$ cat config.mk
export PLATFORM = sky130hd
export DESIGN_NAME = multicycle_controller
export DESIGN_NICKNAME = d
export VERILOG_FILES = /design/src/rtl/multicycle_controller.sv
export SDC_FILE = /design/constraint.sdc
export NUM_CORES = 1
export LEC_CHECK = 0
export BUFFER_PORTS_ARGS = -buffer_cell sky130_fd_sc_hd__buf_2
export CAP_MARGIN = 10
export CORE_MARGIN = 5
export CORE_UTILIZATION = 25
export CTS_CLUSTER_SIZE = 12
export DETAILED_ROUTE_END_ITERATION = 8
export PLACE_DENSITY = 0.52
export REMOVE_ABC_BUFFERS = 1
export SLEW_MARGIN = 0
export SYNTH_ARGS = -nofsm -noshare
export SYNTH_HDL_FRONTEND = slang
export SYNTH_SLANG_ARGS = --single-unit
$ cat constraint.sdc
create_clock -name CLK -period 3.55 [get_ports CLK]
set_input_delay 0.8875 -clock CLK [delete_from_list [all_inputs] [get_ports CLK]]
set_output_delay 0.8875 -clock CLK [all_outputs]
set_load 0.01 [all_outputs]
$ cat src/rtl/multicycle_controller.sv
// Multi-cycle sequencer for the add/sub datapath: steps each instruction through
// FETCH/DECODE/EXECUTE/WRITEBACK, drives datapath enables and counts retirements.
`ifndef ADD
`define ADD  4'h2
`endif
`ifndef ADDU
`define ADDU 4'h3
`endif
`ifndef SUB
`define SUB  4'h6
`endif
`ifndef SUBU
`define SUBU 4'h7
`endif
`ifndef NOP
`define NOP  4'h0
`endif

module multicycle_controller #(
    parameter int CNT_W         = 16,
    parameter int FETCH_TIMEOUT = 15
) (
    input  logic             CLK,
    input  logic             Reset_L,
    input  logic             start,
    output logic             imem_req,
    input  logic             imem_ready,
    input  logic [31:0]      instr,
    output logic             ir_write,
    output logic             pc_write,
    output logic             reg_dst,
    output logic             alu_src_b,
    output logic             reg_write,
    output logic [3:0]       alu_op,
    output logic [CNT_W-1:0] retired,
    output logic             halted,
    output logic             fault,
    output logic [2:0]       state
);

    localparam logic [2:0] S_IDLE   = 3'd0;
    localparam logic [2:0] S_FETCH  = 3'd1;
    localparam logic [2:0] S_DECODE = 3'd2;
    localparam logic [2:0] S_EXEC   = 3'd3;
    localparam logic [2:0] S_WB     = 3'd4;
    localparam logic [2:0] S_HALT   = 3'd5;
    localparam logic [2:0] S_FAULT  = 3'd6;

    localparam int               WAIT_W    = $clog2(FETCH_TIMEOUT + 1);
    localparam logic [WAIT_W-1:0] WAIT_LAST = WAIT_W'(FETCH_TIMEOUT - 1);

    logic [2:0]        state_r;
    logic [2:0]        state_nx_s;
    logic [5:0]        opcode_r;
    logic [5:0]        funct_r;
    logic              zero_word_r;
    logic [WAIT_W-1:0] wait_cnt_r;
    logic [CNT_W-1:0]  retired_r;
    logic              retire_s;
    logic [5:0]        alu_ctrl_s;

    // Only the add/sub R-type functs and ADDI/ADDIU are executable.
    function automatic logic is_supported(input logic [5:0] opc, input logic [5:0] fn);
        logic ok;
        case (opc)
            6'h00:   ok = (fn == 6'h20) || (fn == 6'h21) || (fn == 6'h22) || (fn == 6'h23);
            6'h08:   ok = 1'b1;
            6'h09:   ok = 1'b1;
            default: ok = 1'b0;
        endcase
        return ok;
    endfunction

    // Returns {alu_op, reg_dst, alu_src_b} for the latched instruction fields.
    function automatic logic [5:0] alu_ctrl(input logic [5:0] opc, input logic [5:0] fn);
        logic [5:0] c;
        case (opc)
            6'h00: begin
                case (fn)
                    6'h20:   c = {`ADD,  1'b0, 1'b0};
                    6'h21:   c = {`ADDU, 1'b0, 1'b0};
                    6'h22:   c = {`SUB,  1'b0, 1'b0};
                    6'h23:   c = {`SUBU, 1'b0, 1'b0};
                    default: c = {`NOP,  1'b0, 1'b0};
                endcase
            end
            6'h08:   c = {`ADD,  1'b1, 1'b1};
            6'h09:   c = {`ADDU, 1'b1, 1'b1};
            default: c = {`NOP,  1'b0, 1'b0};
        endcase
        return c;
    endfunction

    // State register
    always_ff @(posedge CLK or negedge Reset_L) begin
        if (!Reset_L) begin
            state_r <= S_IDLE;
        end else begin
            state_r <= state_nx_s;
        end
    end

    // Next-state logic; the unused encoding falls into FAULT
    always_comb begin
        state_nx_s = state_r;
        case (state_r)
            S_IDLE:   state_nx_s = start ? S_FETCH : S_IDLE;
            S_FETCH: begin
                if (imem_ready) begin
                    state_nx_s = S_DECODE;
                end else if (wait_cnt_r == WAIT_LAST) begin
                    state_nx_s = S_FAULT;
                end else begin
                    state_nx_s = S_FETCH;
                end
            end
            S_DECODE: begin
                if (zero_word_r) begin
                    state_nx_s = S_FETCH;
                end else if (opcode_r == 6'h3F) begin
                    state_nx_s = S_HALT;
                end else if (is_supported(opcode_r, funct_r)) begin
                    state_nx_s = S_EXEC;
                end else begin
                    state_nx_s = S_FAULT;
                end
            end
            S_EXEC:   state_nx_s = S_WB;
            S_WB:     state_nx_s = S_FETCH;
            S_HALT:   state_nx_s = S_HALT;
            S_FAULT:  state_nx_s = S_FAULT;
            default:  state_nx_s = S_FAULT;
        endcase
    end

    // Instruction field latches and fetch wait counter
    always_ff @(posedge CLK or negedge Reset_L) begin
        if (!Reset_L) begin
            opcode_r    <= 6'd0;
            funct_r     <= 6'd0;
            zero_word_r <= 1'b0;
            wait_cnt_r  <= '0;
        end else if (state_r == S_FETCH) begin
            if (imem_ready) begin
                opcode_r    <= instr[31:26];
                funct_r     <= instr[5:0];
                zero_word_r <= (instr == 32'd0);
                wait_cnt_r  <= '0;
            end else begin
                wait_cnt_r  <= wait_cnt_r + WAIT_W'(1);
            end
        end else begin
            wait_cnt_r <= '0;
        end
    end

    assign retire_s = (state_r == S_WB) || ((state_r == S_DECODE) && zero_word_r);

    // Retired-instruction counter, saturating at all-ones
    always_ff @(posedge CLK or negedge Reset_L) begin
        if (!Reset_L) begin
            retired_r <= '0;
        end else if (retire_s && (retired_r != {CNT_W{1'b1}})) begin
            retired_r <= retired_r + CNT_W'(1);
        end else begin
            retired_r <= retired_r;
        end
    end

    assign alu_ctrl_s = alu_ctrl(opcode_r, funct_r);

    // Output decode; ir/pc writes follow imem_ready combinationally in FETCH
    always_comb begin
        imem_req  = 1'b0;
        ir_write  = 1'b0;
        pc_write  = 1'b0;
        reg_dst   = 1'b0;
        alu_src_b = 1'b0;
        reg_write = 1'b0;
        alu_op    = `NOP;
        halted    = 1'b0;
        fault     = 1'b0;
        case (state_r)
            S_FETCH: begin
                imem_req = 1'b1;
                ir_write = imem_ready;
                pc_write = imem_ready;
            end
            S_EXEC, S_WB: begin
                alu_op    = alu_ctrl_s[5:2];
                reg_dst   = alu_ctrl_s[1];
                alu_src_b = alu_ctrl_s[0];
                reg_write = (state_r == S_WB);
            end
            S_HALT:  halted = 1'b1;
            S_FAULT: fault  = 1'b1;
            default: imem_req = 1'b0;
        endcase
    end

    assign retired = retired_r;
    assign state   = state_r;

endmodule

Word-level counts from Yosys, hierarchy flattened
Index checks and enable logic that the tools add are counted.
Storage, ports and cells
  output and inout port bits: 31
  register bits after elaboration: 36
  bits of input ports: 36
  word-level logic and storage cells: 58
Cells by class
  add/subtract/negate cells: 2
  equality and inequality tests: 15
  muxes and demuxes: 23
  reductions and logical operators: 12
Operators with widths (number)
  $logic_not 32->1: 1
  $eq 6x6->1 const B: 5
  $pmux 5 s4: 1
  $pmux 3 s6: 1
  $pmux 6 s3: 1
  $add 16x1->16 const B: 1
  $ne 16x16->1 const B: 1
  $mux 3: 5
  $eq 6x4->1 const B: 2
  $mux 4: 3
  $mux 1: 11
  $eq 3x3->1 const B: 3
  $eq 3x2->1 const B: 2
  $logic_not 6->1: 1
  $add 4x1->4 const B: 1
  $eq 4x4->1 const B: 1
  $logic_or 1x1->1: 4
  $reduce_or 2->1: 2
  $eq 3x1->1 const B: 1
  $logic_not 3->1: 1
  $logic_and 1x1->1: 2
  $pmux 1 s2: 1
  $reduce_and 2->1: 1

Logic depth before layout (Yosys ltp)
Gate-level depths: netlist of run 1.
  word-level depth: 12
  depth in mapped cells: 7
  depth with buffers taken out: 6

Worst setup path before layout of run 1
Ideal clock, no wire load.
  path type: register to output
  start: register state_r[0] (netlist: state[0])
  end: output pc_write
  data required time: 2663 ps
  data arrival time: 1456 ps
  slack: 1206 ps
  stages on the path, launching flop included: 7
  path buffers: 4
  cells stage by stage: dfrtp_1 -> buf_2 -> nor3b_2 -> and2_1 -> buf_4 -> buf_6 -> buf_4
Between the ends
  cells in the longest elaborated chain, start to end: 2
Ends and longest elaborated chain
  from (decl): line 52  | logic [2:0] state_r;
  from (signal assigned): line 99  | state_r <= state_nx_s;
  $eq 3x1->1
  $mux 1
  to (decl): line 30  | output logic pc_write,
Every way passes these cells.

Final worst setup path of run 1
  start: register state_r[2] (netlist: state[2])
  end: output alu_op[2]
Between the ends
  cells in the longest elaborated chain, start to end: 3
  elaborated cells between the ends (all ways): 4
  classes of those cells: eq/ne: 2; mux: 1; reduce/logical: 1
Ends and longest elaborated chain
  $eq 3x3->1 or $eq 3x2->1 (tied branches): line 183  | case (state_r)
  $reduce_or 2->1 *: line 183
  $mux 4 *: line 183
  to (decl): line 34  | output logic [3:0] alu_op,
Mark *: on every way between the ends. The rest lies on a longest branch, timed or not.

==> summary.md, run 1 <==
| Metric | Value |
|---|---|
| LEAKAGE | `1.227 nW` |
| Max Cap Viol | `0` |
| Final Hold Vio Count | `0` |
| RSZ-0062 raised after global routing | `false` |
| DRT iter0 DRCs | `58` |
| Crit Path Category | `flip-flop to output port` |
| CP arrival | `1.80 ns` |
| Die ar. | `0.009669 mm²` |
| Post-synthesis sequential area ratio | `0.4618` |
| Placer Congestion | `0.6990` |
| Setup TNS Final | `0 ns` |
| Hold buffer count at CTS | `0` |
| DP Wirelength | `3.571 mm` |
| Number of diodes | `0` |
| Grt ovf | `0` |
| CP required | `2.66 ns` |
| Post-cts sizing count | `0` |
| Initial antenna violation count | `0` |
| Fill count | `781` |
| Port bufs | `65` |
| Skew final | `0.005500 ns` |
| Ports | `67` |
| Commonest non-fill, non-tap cell in the layout | `buf_2` |
| Ys flop type | `dfrtp_1` |
| Largest net degree at the start of global routing | `37` |
| Number of CTS-inserted buffers | `5` |
| Crit end category | `output port` |
| Final period utilization | `0.7573` |
| Critical path's slowest cell | `dfrtp_1` |
| Setup-failing EPs final | `0` |
| Nets | `282` |
| CTS HTree Levels | `2` |
| Worst Hold Class | `flip-flop to flip-flop` |
| Clock-pin slew on the worst setup and hold paths | `0.07 ns` |
| Most frequent cells in the layout | `buf_2, dfrtp_1, xor2_1, nor4_1, nor2_1` |
| Met3 Routed Length | `270 µm` |
| Initial Util | `0.2551` |
| Synth top area share | `0.4618` |
| Cell chain of the critical path | `nor3b_4 > a21oi_1 > nor2_1 > and3_1 > buf_2` |
| Status | `finished, final reports clean` |
| Vias | `1592` |
| Area Overhead vs Synth | `24.05%` |
| DRT Pass-1 Iters | `4` |
| Skew-Pair Late Insertion Delay | `0.28 ns` |
| Total track usage | `0.09745` |
| Slew Viols, Final | `0` |
| Worst path max stage delay | `0.55 ns` |
| DR WL/cell | `13.14 µm` |
| Avg Vias per Cell | `4.614` |
| Root Buffer | `clkbuf_8` |
| Cell area after synthesis | `0.001951 mm²` |
| #FFs+latches synth | `36` |
| Longest Clk Path Bufs | `2` |
| DRC viols | `0` |
| Rel. slew slack | `0.4631` |
| Largest fanout on the critical path | `11` |
| TritonCTS clock tree | `done` |
| Vias in the first global route | `1620` |
| Global-route wire length before repair | `7.652 mm` |
| PD cells | `295.4 mW/mm²` |
| Post-route ant nets | `0` |
| FFs w/ async S/R, synth | `1.000` |
| Top cell type by total area after synthesis | `dfrtp_1` |
| Post-route minimum period | `2.688 ns` |
| Netlist cell types | `44` |
| Maximum operating frequency | `0.3720 GHz` |
| Core area | `0.007647 mm²` |
| Routed wl met2 | `2.124 mm` |
| Synthesis Warnings | `0` |
| Worst setup SP type | `flip-flop` |
| Post-CTS setup buffer count | `0` |
| M1 wire length | `2.090 mm` |
| Clock Sinks | `36` |
| Final Power | `0.0007148 W` |
| Largest cells by area after synthesis | `dfrtp_1, xor2_1, nor4_1` |
| Die Span Y | `98.33 µm` |
| Top layer in use | `met4` |
| Rows | `32` |
| Layout cells sized above 1 | `0.3745` |
| Worst Max-Slew Pin Slew | `0.8053 ns` |
| Die width | `98.33 µm` |
| EDFF count, synth | `0` |
| Peak supply drop | `0.1174 mV` |
| Syn Area/Cell | `10.96 µm²` |
| Post-Syn Instances | `178` |
| Final wirelength | `4.533 mm` |
[kinds of logic (layout without fill, tap and decap cells)]
family | count (synthesis) | count (layout) | share of synthesized area
buffers and inverters | 14 | 79 | 0.04682
other | 1 | 1 | 0.001922
multiplexers | 15 | 15 | 0.08787
AND/OR/NAND/NOR | 74 | 74 | 0.2508
AO/OA/AOI/OAI | 21 | 21 | 0.06863
XOR/XNOR | 14 | 14 | 0.06286
flip-flops | 36 | 36 | 0.4618
adder cells (fa/ha/maj) | 3 | 3 | 0.01925
[per-layer routing]
metal  global-route usage  vias up
met4              0.03151        0
met5                    0        -
met3              0.03357        5
li1                     -      782
met2               0.1544       41
met1               0.1246      764
[critical path, delay by kind of cell, from the launching register on]
family | cells | cell delay, ns
flip-flops | 1 | 0.55
AO/OA/AOI/OAI | 1 | 0.13
AND/OR/NAND/NOR | 3 | 0.71
buffers and inverters | 1 | 0.13
[worst paths after layout]
kind	startpoint	to	slack, ns	depth (start not counted)
min in group asynchronous	Reset_L	opcode_r[3]$_DFFE_PN0P_	0.69	1
setup reg to reg	retired[0]$_DFFE_PN0P_	retired[7]$_DFFE_PN0P_	1.75	5
max in group asynchronous	Reset_L	wait_cnt_r[1]$_DFF_PN0_	2.35	1
setup / recovery	state[2]$_DFF_PN0_	alu_op[2]	0.86	5
hold reg to reg	funct_r[3]$_DFFE_PN0P_	funct_r[3]$_DFFE_PN0P_	0.49	1
hold / removal	funct_r[3]$_DFFE_PN0P_	funct_r[3]$_DFFE_PN0P_	0.49	1
[flip-flops by register name, indices dropped and copies added, names as in the netlist]
name	count
funct_r	6
opcode_r	6
retired	16
state	3
wait_cnt_r	4
zero_word_r	1
[cell type report]
type | count | area, µm² | area share
multi-input combinational | 128 | 958.4 | 0.3961
tap | 102 | 127.6 | 0.05274
sequential | 36 | 900.9 | 0.3723
clock inverter | 1 | 5.005 | 0.002068
timing repair buffer | 66 | 332.8 | 0.1375
inverter | 6 | 22.52 | 0.009307
clock buffer | 6 | 72.57 | 0.02999
[power by group]
part | total, W | switching [W] | internal (W)
registers | 0.000410 | 0 | 0.000410
logic | 0.0000314 | 0.0000164 | 0.0000150
clock network | 0.000273 | 0.000140 | 0.000133
[synthesized netlist by cell type, types with 5 or more instances]
cell     number
dfrtp_1      36
nand2_1       5
a21oi_1       5
mux2_1        6
inv_1         6
nor4_1       13
xor2_1       13
mux2_2        7
nor2_1       11
o21ai_0       5
nor3_1        7
nand3_1       9
[per-stage QoR]
step	setup WS [ns]	cell area (µm²)	cells	hold slack [ns]	utilization
3_3_place_gp	1.156	2342	338	0.4808	0.3063
2_1_floorplan	1.204	1882	170	0.4542	-
6_report	0.8617	2420	345	0.4865	0.3164
5_1_grt	0.6934	2420	345	0.5196	0.3164
3_5_place_dp	1.150	2342	338	0.4764	0.3063
4_1_cts	0.8236	2420	345	0.4929	0.3164
No activity file was read; power rests on OpenSTA's default activity.
==> run 2: changes to the inputs <==
Settings changed: PLACE_DENSITY 0.52 to 0.53.
Clock period 3.55 ns to 2.45 ns, I/O delays scaled along.
==> run 2 against run 1 <==
Net effect: clock power rose by 110%; flip-flop and latch count is the same; non-clock buffer count grew 2; combinational power is 46% higher; worst setup slack worse by 0.78 ns; clock skew up 0.0037 ns; sequential share of layout area down 1.1 points; via count rose by 0.44%; critical path depth is 1 lower; core utilization is 0.97 points higher; worst hold slack worse by 0.079 ns; highest routed layer unchanged; largest cell class unchanged; design area up 3.1%; largest power group unchanged.
==> summary.md, run 2 (synthesized netlist as in run 1, its figures left out) <==
| Metric | Value |
|---|---|
| Die width | `98.33 µm (unchanged)` |
| Hold buffer count at CTS | `0 (unchanged)` |
| RSZ-0062 raised after global routing | `false` |
| Die Span Y | `98.33 µm (unchanged)` |
| Slew Viols, Final | `0 (unchanged)` |
| Vias | `1599 (+0.44%)` |
| Largest net degree at the start of global routing | `37 (unchanged)` |
| LEAKAGE | `1.258 nW (+2.6%)` |
| Most frequent cells in the layout | `buf_2, dfrtp_1, xor2_1, nor4_1, nor2_1` |
| Number of CTS-inserted buffers | `5 (unchanged)` |
| Setup TNS Final | `0 ns (unchanged)` |
| Layout cells sized above 1 | `0.3943 (+0.01982)` |
| Skew final | `0.009177 ns (+0.003677 ns)` |
| TritonCTS clock tree | `done` |
| Post-route ant nets | `0 (unchanged)` |
| Initial antenna violation count | `0 (unchanged)` |
| Setup-failing EPs final | `0 (unchanged)` |
| Longest Clk Path Bufs | `2 (unchanged)` |
| DR WL/cell | `13.42 µm (+2.2%)` |
| Fin util | `0.3261 (+0.009653)` |
| R2R Path Start | `retired[0]$_DFFE_PN0P_` |
| Global-route wire length before repair | `7.562 mm (-1.2%)` |
| Total track usage | `0.09625 (-0.001201)` |
| Port bufs | `65 (unchanged)` |
| Clock-pin slew on the worst setup and hold paths | `0.08 ns (about the same)` |
| PD cells | `488.8 mW/mm² (+65%)` |
| Avg Vias per Cell | `4.595 (-0.43%)` |
| Status | `finished, final reports clean` |
| Area Overhead vs Synth | `27.84%` |
| Max Cap Viol | `0 (unchanged)` |
| Maximum operating frequency | `0.4228 GHz` |
| DRT iter0 DRCs | `45 (-22%)` |
| DRC viols | `0 (unchanged)` |
| Worst Max-Slew Pin Slew | `0.8264 ns (+0.02106 ns)` |
| Rel. slew slack | `0.4491 (-0.01404)` |
| Final Hold Vio Count | `0 (unchanged)` |
| Worst Hold Class | `input port to async pin` |
| Final wirelength | `4.671 mm (+3.0%)` |
| DP Wirelength | `3.613 mm (+1.2%)` |
| Reg2reg path depth | `5 (unchanged)` |
| Root Buffer | `clkbuf_8` |
| Grt ovf | `0 (unchanged)` |
| Clock Sinks | `36 (unchanged)` |
| Commonest non-fill, non-tap cell in the layout | `buf_2` |
| CP arrival | `1.75 ns (-0.05 ns)` |
| R2r setup slk | `0.61 ns (-1.14 ns)` |
| Worst setup SP type | `flip-flop` |
| Initial Util | `0.2551 (unchanged)` |
| DRT Pass-1 Iters | `4 (unchanged)` |
| Fill count | `795 (+1.8%)` |
| Min Hold Slack | `0.4076 ns (-0.07894 ns)` |
| Post-route minimum period | `2.365 ns` |
| CTS HTree Levels | `2 (unchanged)` |
| Largest fanout on the critical path | `5 (-6)` |
| Number of diodes | `0 (unchanged)` |
| Placer Congestion | `0.7454 (+6.6%)` |
| Crit Path Category | `flip-flop to output port` |
| Final period utilization | `0.9654` |
| Die ar. | `0.009669 mm² (unchanged)` |
| CP required | `1.84 ns (-0.82 ns)` |
| Core area | `0.007647 mm² (unchanged)` |
| Rows | `32 (unchanged)` |
| Final Power | `0.001219 W (+71%)` |
| Vias in the first global route | `1563 (-3.5%)` |
| Post-CTS setup buffer count | `0 (unchanged)` |
| Peak supply drop | `0.2135 mV (+82%)` |
| Nets | `284 (+0.71%)` |
| Ports | `67 (unchanged)` |
| Crit end category | `output port` |
| FF-to-FF End | `retired[7]$_DFFE_PN0P_` |
| Largest register FFs | `16 (unchanged)` |
| Skew-Pair Late Insertion Delay | `0.29 ns (about the same)` |
==> run 2: cell types whose count changed in the layout (fill, tap and decap cells not counted) <==
| cell | change |
|---|---|
| nor4bb_1 | -1 |
| or4_4 | +1 |
| nor4bb_2 | +1 |
| clkbuf_8 | +2 |
| buf_4 | +2 |
| clkbuf_1 | -1 |
| bufinv_16 | +1 |
| or4_1 | -1 |
| clkinv_2 | -1 |
==> run 2: critical path, cell delays in order (launching register included) <==
cell,delay [ns]
dfrtp_1,0.41
or4_4,0.58
nor2_1,0.16
and3_1,0.18
buf_2,0.13
==> run 2: per-stage QoR <==
step / instance area, µm² / setup WS [ns] / instances
after global routing: 2494 / 0.003452 / 348
final: 2494 / 0.08469 / 348
after CTS: 2484 / 0.01659 / 348
after global placement: 2357 / 0.3695 / 340
after detailed placement: 2357 / 0.3524 / 340
after floorplan: 1882 / 0.3788 / 170
==> run 2: routing by layer <==
metal,vias to the layer above,part of all wire,global-route usage
met5,-,0,0
met1,760,0.46,0.1254
met4,0,0.014,0.03466
met2,44,0.46,0.1498
met3,6,0.061,0.03071
li1,789,-,-
==> run 2: cell type report <==
class / count / area (µm²) / share of cell area
repair buffers: 68 / 347.8 / 0.1395
inverters: 6 / 22.52 / 0.009032
clock inverters: 1 / 30.03 / 0.01204
flip-flops and latches: 36 / 900.9 / 0.3613
clock buffers: 7 / 96.34 / 0.03864
multi-input cells: 128 / 968.4 / 0.3884
well taps: 102 / 127.6 / 0.05118
==> run 2: repair_timing <==
| item | 4_1_cts | 5_1_grt |
|---|---|---|
| setup endpoints to repair | 0 | 4 |
| endpoints found under the hold margin | 0 | 0 |
| gates resized for setup | 0 | 2 |
==> run 2: report_power, final <==
group          switching [W]  internal, W  total [W]
Combinational      0.0000242    0.0000217  0.0000459
Clock               0.000220     0.000359   0.000579
Sequential                 0     0.000594   0.000594
Total               0.000244     0.000975    0.00122
==> run 2: how the worst max path moves through the flow <==
stage	startpoint	to	slack, ns	cells past startpoint
2_1_floorplan	state[0]$_DFF_PN0_	ir_write	0.38	2
3_3_place_gp	opcode_r[1]$_DFFE_PN0P_	alu_op[2]	0.37	4
3_5_place_dp	opcode_r[1]$_DFFE_PN0P_	alu_op[2]	0.35	4
4_1_cts	opcode_r[1]$_DFFE_PN0P_	alu_op[2]	0.02	4
5_1_grt	opcode_r[1]$_DFFE_PN0P_	alu_op[2]	0.003	4
6_report	opcode_r[1]$_DFFE_PN0P_	alu_op[2]	0.08	4
==> run 3: changes to the inputs <==
Settings changed: PLACE_DENSITY 0.53 to 0.52.
Clock period 2.45 ns to 2.6 ns, I/O delays scaled along.
==> run 3 against run 2 <==
Net effect: combinational power shrank 5.2%; cell count is the same; register-to-register slack gained 0.15 ns; core utilization shrank 0.33 points; total power shrank 9.7%; largest cell class unchanged; clock-buffer cell count shrank 2; clock power shrank 14%; via count shrank 1.4%.
==> summary.md, run 3 (synthesized netlist as in run 1, its figures left out) <==
| Metric | Value |
|---|---|
| DRT iter0 DRCs | `40 (-11%)` |
| Core area | `0.007647 mm² (unchanged)` |
| Switching part of the total | `0.2156 (+0.01522)` |
| Setup TNS Final | `0 ns (unchanged)` |
| Maximum operating frequency | `0.4093 GHz` |
| TritonCTS clock tree | `done` |
| M3 GR Usage | `0.03214 (+0.001429)` |
| Ports | `67 (unchanged)` |
| Commonest non-fill, non-tap cell in the layout | `buf_2` |
| PD cells | `446.0 mW/mm² (-8.8%)` |
| Final Power | `0.001101 W (-9.7%)` |
| CP arrival | `1.79 ns (+0.04 ns)` |
| Initial antenna violation count | `0 (unchanged)` |
| Setup-failing EPs final | `0 (unchanged)` |
| LEAKAGE | `1.248 nW (-0.82%)` |
| DP Wirelength | `3.668 mm (+1.5%)` |
| Final Hold Vio Count | `0 (unchanged)` |
| Skew final | `0.004537 ns (-0.004641 ns)` |
| Final wirelength | `4.764 mm (+2.0%)` |
| Rows | `32 (unchanged)` |
| Grt ovf | `0 (unchanged)` |
| Post-route ant nets | `0 (unchanged)` |
| Hold buffer count at CTS | `0 (unchanged)` |
| Crit Path Category | `flip-flop to output port` |
| Seq pwr share | `0.508 (+0.021)` |
| Worst Hold Class | `input port to async pin` |
| Largest register FFs | `16 (unchanged)` |
| Die ar. | `0.009669 mm² (unchanged)` |
| Max Cap Viol | `0 (unchanged)` |
| Met2 Use GR | `0.1576 (+0.007800)` |
| Placer Congestion | `0.7280 (-2.3%)` |
| P_sw | `0.0002373 W (-2.8%)` |
| Die Span Y | `98.33 µm (unchanged)` |
| Finished Cell Area | `0.002469 mm² (-1.0%)` |
| RSZ-0062 raised after global routing | `false` |
| Final period utilization | `0.9398` |
| Skew-Pair Late Insertion Delay | `0.29 ns (about the same)` |
| DR WL/cell | `13.69 µm (+2.0%)` |
| Vias in the first global route | `1615 (+3.3%)` |
| Fin util | `0.3228 (-0.003272)` |
| Longest Clk Path Bufs | `2 (unchanged)` |
| Initial Util | `0.2551 (unchanged)` |
| CP required | `1.95 ns (+0.11 ns)` |
| Placed cell area | `0.002357 mm² (unchanged)` |
| DRC viols | `0 (unchanged)` |
| Avg Vias per Cell | `4.529 (-1.4%)` |
| Rel. slew slack | `0.4561 (+0.007052)` |
| Nets | `284 (unchanged)` |
| Total track usage | `0.09990 (+0.003648)` |
| Grt peak-use layer | `met2` |
| Fill count | `782 (-1.6%)` |
| Area Overhead vs Synth | `26.56%` |
| DRT Pass-1 Iters | `4 (unchanged)` |
| R2R Path Start | `state[1]$_DFF_PN0_` |
| Clk network pwr share | `0.453 (-0.022)` |
| Die width | `98.33 µm (unchanged)` |
| Worst Max-Slew Pin Slew | `0.8158 ns (-0.01058 ns)` |
| Status | `finished, final reports clean` |
| Post-CTS setup buffer count | `0 (unchanged)` |
| Largest fanout on the critical path | `5 (unchanged)` |
| Sequential Area | `900.9 µm² (unchanged)` |
| Largest net degree at the start of global routing | `37 (unchanged)` |
| Vias | `1576 (-1.4%)` |
| Clock-pin slew on the worst setup and hold paths | `0.08 ns (about the same)` |
| Pint | `0.0008637 W (-11%)` |
| Most frequent cells in the layout | `buf_2, dfrtp_1, xor2_1, nor4_1, nor2_1` |
| Layout cells sized above 1 | `0.3862 (-0.008130)` |
| Root Buffer | `clkbuf_8` |
| Met1 GRT Util | `0.1278 (+0.002415)` |
| Clock Sinks | `36 (unchanged)` |
| Worst Setup SP | `opcode_r[1]$_DFFE_PN0P_` |
| Slew Viols, Final | `0 (unchanged)` |
| Logic pwr share | `0.039 (about the same)` |
| Number of CTS-inserted buffers | `5 (unchanged)` |
| Peak supply drop | `0.2114 mV (-0.97%)` |
| Number of diodes | `0 (unchanged)` |
| Post-cts sizing count | `0 (unchanged)` |
| Port bufs | `65 (unchanged)` |
| CTS HTree Levels | `2 (unchanged)` |
| Crit end category | `output port` |
| Global-route wire length before repair | `7.872 mm (+4.1%)` |
| Worst setup SP type | `flip-flop` |
| Multi-input logic area | `958.4 µm² (-1.0%)` |
| Post-route minimum period | `2.443 ns` |
[run 3: path summary, 6_finish.rpt]
kind	to	slack, ns	cells past startpoint
min in group CLK	retired[15]$_DFFE_PN0P_	0.50	1
hold reg to reg	retired[15]$_DFFE_PN0P_	0.50	1
setup / recovery	alu_src_b	0.16	4
hold / removal	opcode_r[3]$_DFFE_PN0P_	0.45	1
setup reg to reg	opcode_r[5]$_DFFE_PN0P_	0.76	5
max in group asynchronous	retired[6]$_DFFE_PN0P_	1.63	1
[run 3: power by group through the flow]
stage	clock network, W	registers (W)	logic, W
CTS	0.000518	0.000559	0.0000456
floorplan	0	0.000571	0.00000380
detailed placement	0	0.000571	0.0000454
global placement	0	0.000571	0.0000447
finish	0.000498	0.000559	0.0000435
global route	0.000532	0.000559	0.0000507
[run 3: metal layers]
metal	share of wire	wire length (µm)
met5	0	0
met4	0.014	67
met3	0.067	320
met2	0.46	2190
met1	0.46	2186
[run 3: critical path: stages, from the launching register on]
cell and delay [ns]:
dfrtp_1 0.41, or4_1 0.61, nor2_1 0.17, and2_1 0.17
buf_2 0.14
[run 3: layout make-up]
type / instances / share of cell area
clock buffers: 5 / 0.02788
clock inverters: 3 / 0.01723
inverters: 6 / 0.009123
multi-input cells: 128 / 0.3882
flip-flops and latches: 36 / 0.3649
well taps: 102 / 0.05170
repair buffers: 68 / 0.1409
[run 3: per-stage QoR]
step | instances | worst slack [ns] | hold WS (ns)
final | 348 | 0.1566 | 0.4498
after CTS | 348 | 0.1607 | 0.4855
after detailed placement | 340 | 0.4931 | 0.4854
after global routing | 348 | 0.007371 | 0.5175
after global placement | 340 | 0.4957 | 0.4756
after floorplan | 170 | 0.4913 | 0.3544
